**config.mk**
```make
export PLATFORM = sky130hd
export DESIGN_NAME = countdown_timer
export DESIGN_NICKNAME = d
export VERILOG_FILES = /design/src/rtl/countdown_pkg.sv /design/src/rtl/countdown_timer_tick_gen.sv /design/src/rtl/countdown_timer.sv
export SDC_FILE = /design/constraint.sdc
export NUM_CORES = 1
export LEC_CHECK = 0
export BUFFER_PORTS_ARGS = -buffer_cell sky130_fd_sc_hd__buf_2
export CORE_MARGIN = 2
export CORE_UTILIZATION = 54
export CTS_CLUSTER_DIAMETER = 50
export CTS_CLUSTER_SIZE = 12
export DETAILED_ROUTE_END_ITERATION = 6
export PLACE_DENSITY = 0.74
export SETUP_SLACK_MARGIN = 0.1
export SKIP_LAST_GASP = 1
export SLEW_MARGIN = 20
export SYNTH_ARGS = -nofsm -noshare
export SYNTH_HDL_FRONTEND = slang
export SYNTH_HIERARCHICAL = 1
export SYNTH_SLANG_ARGS = --single-unit
```
**constraint.sdc**
```tcl
create_clock -name clk -period 2.7 [get_ports clk]
set_input_delay 0.54 -clock clk [delete_from_list [all_inputs] [get_ports clk]]
set_output_delay 0.54 -clock clk [all_outputs]
set_load 0.02 [all_outputs]
```
**src/rtl/countdown_pkg.sv**
```systemverilog
// Shared types for the countdown timer: FSM state encoding.
package countdown_pkg;
  typedef enum logic [1:0] {
    IDLE = 2'd0,
    RUN  = 2'd1,
    HOLD = 2'd2
  } state_t;
endpackage

```
**src/rtl/countdown_timer_tick_gen.sv**
```systemverilog
// Prescaler: emits one tick every PRESCALE enabled cycles; clear restarts the phase.
module tick_gen #(
  parameter int PRESCALE = 1
) (
  input  logic clk,
  input  logic rst,
  input  logic clear,
  input  logic en,
  output logic tick
);
  generate
    if (PRESCALE == 1) begin : g_bypass
      assign tick = en;
    end else begin : g_div
      localparam int CW = $clog2(PRESCALE);
      localparam logic [CW-1:0] LAST = CW'(PRESCALE - 1);
      logic [CW-1:0] r_cnt;

      always_ff @(posedge clk or negedge rst) begin
        if (!rst)                    r_cnt <= '0;
        else if (clear)              r_cnt <= '0;
        else if (en && r_cnt == LAST) r_cnt <= '0;
        else if (en)                 r_cnt <= r_cnt + CW'(1);
      end

      assign tick = en && (r_cnt == LAST);
    end
  endgenerate
endmodule

```
**src/rtl/countdown_timer.sv**
```systemverilog
// Loadable down-counter with prescaler, pause/resume and one-shot or periodic expiry.
module countdown_timer
  import countdown_pkg::*;
#(
  parameter int WIDTH    = 8,
  parameter int PRESCALE = 1
) (
  input  logic             clk,
  input  logic             rst,
  input  logic             load,
  input  logic [WIDTH-1:0] load_val,
  input  logic             en,
  input  logic             auto_reload,
  output logic [WIDTH-1:0] count,
  output logic             busy,
  output logic             done
);
  state_t           r_state, w_nxt_state;
  logic [WIDTH-1:0] r_count, w_nxt_count;
  logic [WIDTH-1:0] r_reload;
  logic             r_done, r_busy, w_nxt_done;
  logic             w_tick, w_tg_en;

  // A HOLD->RUN cycle with en=1 already counts, so a pause of k cycles delays expiry by exactly k.
  assign w_tg_en = en && (r_state != IDLE) && !load;

  tick_gen #(.PRESCALE(PRESCALE)) u_tick_gen (
    .clk   (clk),
    .rst   (rst),
    .clear (load),
    .en    (w_tg_en),
    .tick  (w_tick)
  );

  always_comb begin
    w_nxt_state = r_state;
    w_nxt_count = r_count;
    w_nxt_done  = 1'b0;
    if (load) begin
      w_nxt_count = load_val;
      if (load_val == '0) w_nxt_state = IDLE;
      else                w_nxt_state = en ? RUN : HOLD;
    end else begin
      case (r_state)
        RUN, HOLD: begin
          if (!en) begin
            w_nxt_state = HOLD;
          end else begin
            w_nxt_state = RUN;
            if (w_tick) begin
              if (r_count == WIDTH'(1)) begin
                w_nxt_done = 1'b1;
                if (auto_reload) begin
                  w_nxt_count = r_reload;
                end else begin
                  w_nxt_count = '0;
                  w_nxt_state = IDLE;
                end
              end else if (r_count > WIDTH'(1)) begin
                w_nxt_count = r_count - WIDTH'(1);
              end
            end
          end
        end
        default: ;
      endcase
    end
  end

  always_ff @(posedge clk or negedge rst) begin
    if (!rst) begin
      r_state  <= IDLE;
      r_count  <= '0;
      r_reload <= '0;
      r_done   <= 1'b0;
      r_busy   <= 1'b0;
    end else begin
      r_state  <= w_nxt_state;
      r_count  <= w_nxt_count;
      r_done   <= w_nxt_done;
      r_busy   <= (w_nxt_state != IDLE);
      if (load) r_reload <= load_val;
    end
  end

  assign count = r_count;
  assign busy  = r_busy;
  assign done  = r_done;
endmodule

```
==> flow_metrics.py <==
metrics = {
    "logic_synthesis": {
        "ys_types": 37,
        "syn_inst": 127,
        "yosys.area.top_type": "dfrtp_1",
        "synth_common_cells": "dfrtp_1, o21ai_0, inv_1",
        "yosysSeqAreaShare": 0.424,
        "ys_warn_count": 6,
        "ys_ff_latch": 20,
        "syn_nets": 143,
        "syn_area_um2": 1180,
        "async_reset_ff_frac": 1.00,
        "synth_area_per_cell_um2": 9.30,
        "yosysMostFrequentCell": "dfrtp_1",
        "synth_edf_count": 0,
        "ys.flop_type": "dfrtp_1",
        "yosys.area.top_type_share": 0.424,
        "ys_top_cells_by_area": "dfrtp_1, o21ai_0, inv_1",
    },
    "placed_design": {
        "port_buffers": 22,
        "dpl-instance-area_um2": 1310,
        "dp_hpwl_mm": 2.05,
        "place.gp.congestion": 0.830,
    },
    "power": {
        "ir_drop_mv": 0.475,
        "p_leak_nw": 0.601,
        "powerDensity_nw_per_um2": 580,
    },
    "finish": {
        "area_delta_synth_final_pct": 13.6,
        "design_area_um2": 1340,
        "nFillCells": 162,
        "diodes": 0,
        "multi_input_area_um2": 601,
        "nNetsFinal": 164,
        "drive_gt1_frac": 0.238,
        "regArea_um2": 500,
    },
    "critical_path": {
        "arrival_ns": 2.36,
        "startpoint": "count[0]",
        "end_kind": "flip-flop",
        "crit_required_ns": 2.90,
        "r2r-start": "count[0]",
        "path_max_fanout": 8,
        "crit_type": "flip-flop to flip-flop",
        "startpoint_type": "flip-flop",
    },
    "timing": {
        "timing.slew.headroom": 0.502,
        "setup_viol": 0,
        "period_needed_ns": 2.15,
        "period_share": 0.798,
        "rsz0062_at_grt": "no",
        "tightest_slew_ns": 0.741,
        "final_hold_viol_count": 0,
        "slew_violations": 0,
        "skew_ns": 0.00723,
        "max_freq_mhz": 464,
        "final.setup.tns_ns": 0,
    },
    "die": {
        "die-area_um2": 2580,
        "initial_core_util": 0.584,
        "core_area_um2": 2020,
        "fp-row-count": 16,
        "io_pins": 23,
        "fp.dieH_um": 50.8,
        "die_x_um": 50.8,
    },
    "job": {
        "max-cap-violations": 0,
    },
    "global_route": {
        "grt_remaining_overflow": 0,
        "gr-usage-met3": 0.0655,
        "grt_pass1_vias": 1023,
        "met2_usage": 0.428,
        "grt_pass1_wl_mm": 4.75,
        "grt_max_degree": 27,
        "grtUsageMet1": 0.305,
        "track_usage": 0.246,
        "grt_busiest_layer": "met2",
        "antenna_found_initial": 0,
    },
    "detailed_routing": {
        "route.vias.total": 1079,
        "drc_errors": 0,
        "ant_nets": 0,
        "routedWlPerCell_um": 16.1,
        "via_per_inst": 6.20,
        "drtIter0Drc": 33,
        "wirelength_mm": 2.80,
        "drt_first_pass_iters": 4,
    },
    "run_status": {
        "status": "finished clean",
    },
    "clock_network": {
        "h-tree-depth": 1,
        "clock_sinks": 20,
        "cts_max_path_buffers": 2,
        "path_clk_slew_ns": 0.12,
        "cts-root-buf": "clkbuf_4",
        "cts_setup_buffers": 0,
        "clkLatencyLatePin_ns": 0.31,
        "tritoncts": "built",
        "ctsHoldBuffers": 0,
        "cts_buffers": 3,
        "cts_resized": 0,
    },
    "worst_hold_path": {
        "hold_class": "input pin to async pin",
    },
}
==> routing by layer <==
layer / part of all wire / vias to the layer above
li1: - / 515
met3: 0.063 / 4
met4: 0.0050 / 0
met1: 0.43 / 524
met2: 0.50 / 36
met5: 0 / -
==> critical path, cell delays in order (launching register included) <==
cell	delay (ns)
dfrtp_1	0.48
inv_1	0.11
ha_1	0.25
or3b_2	0.54
o31ai_4	0.32
a31oi_1	0.07
a221o_1	0.27
==> power breakdown <==
part	total, mW	switching (mW)	internal [mW]
clock	0.181	0.0982	0.0825
combinational	0.218	0.130	0.0881
sequential	0.379	0.0430	0.336
==> placed cells by master (no fill, tap or decap), drive strengths merged, types with 3 or more instances in the layout <==
cell | netlist | layout
a32oi | 3 | 3
nor2 | 5 | 5
ha | 3 | 3
o31ai | 3 | 3
o21ai | 16 | 16
dfrtp | 20 | 20
clkbuf | 5 | 4
buf | 3 | 24
a22oi | 3 | 3
nand2 | 9 | 9
nand3 | 4 | 4
mux2 | 4 | 4
inv | 12 | 12
o211ai | 3 | 3
or4 | 6 | 6
and3 | 3 | 3
==> through the flow <==
stage	cells	setup WS, ns	utilization	hold WS [ns]	power, mW
floorplan	127	0.569	-	0.244	0.531
global placement	170	0.672	0.645	0.501	0.594
detailed placement	170	0.594	0.645	0.500	0.600
CTS	174	0.561	0.663	0.166	0.777
global route	174	0.424	0.663	0.180	0.824
finish	174	0.546	0.663	0.152	0.778
==> final cells by class <==
cell class,instances,share of cell area
repair buffers,24,0.0933
clock buffers,4,0.0271
flip-flops and latches,20,0.373
inverters,12,0.0336
well taps,27,0.0252
multi-input cells,87,0.448
==> state kept, by name, indices dropped and copies added, names as in the netlist <==
register and flops:
busy 1, r_state 2, done 1, count 8
r_reload 8
==> final timing paths <==
kind / end / slack [ns] / cells past startpoint
setup reg to reg: count[5] / 0.55 / 6
min in group clk: r_reload[3] / 0.47 / 3
max in group asynchronous: r_reload[4] / 2.24 / 1
hold / removal: r_reload[7] / 0.15 / 1
setup / recovery: count[5] / 0.55 / 6
hold reg to reg: r_reload[2] / 0.53 / 1
==> kinds of logic (layout without fill, tap and decap cells) <==
logic type / after synthesis / in the layout / synth area share
AOI/OAI and AO/OA: 38 / 38 / 0.221
adders and majority gates: 3 / 3 / 0.0318
xor gates and xnor gates: 2 / 2 / 0.0148
DFF: 20 / 20 / 0.424
and+or+nand+nor: 39 / 39 / 0.194
buffers and inverters: 20 / 40 / 0.0678
muxes: 5 / 5 / 0.0466
No activity file was read; power rests on OpenSTA's default activity.
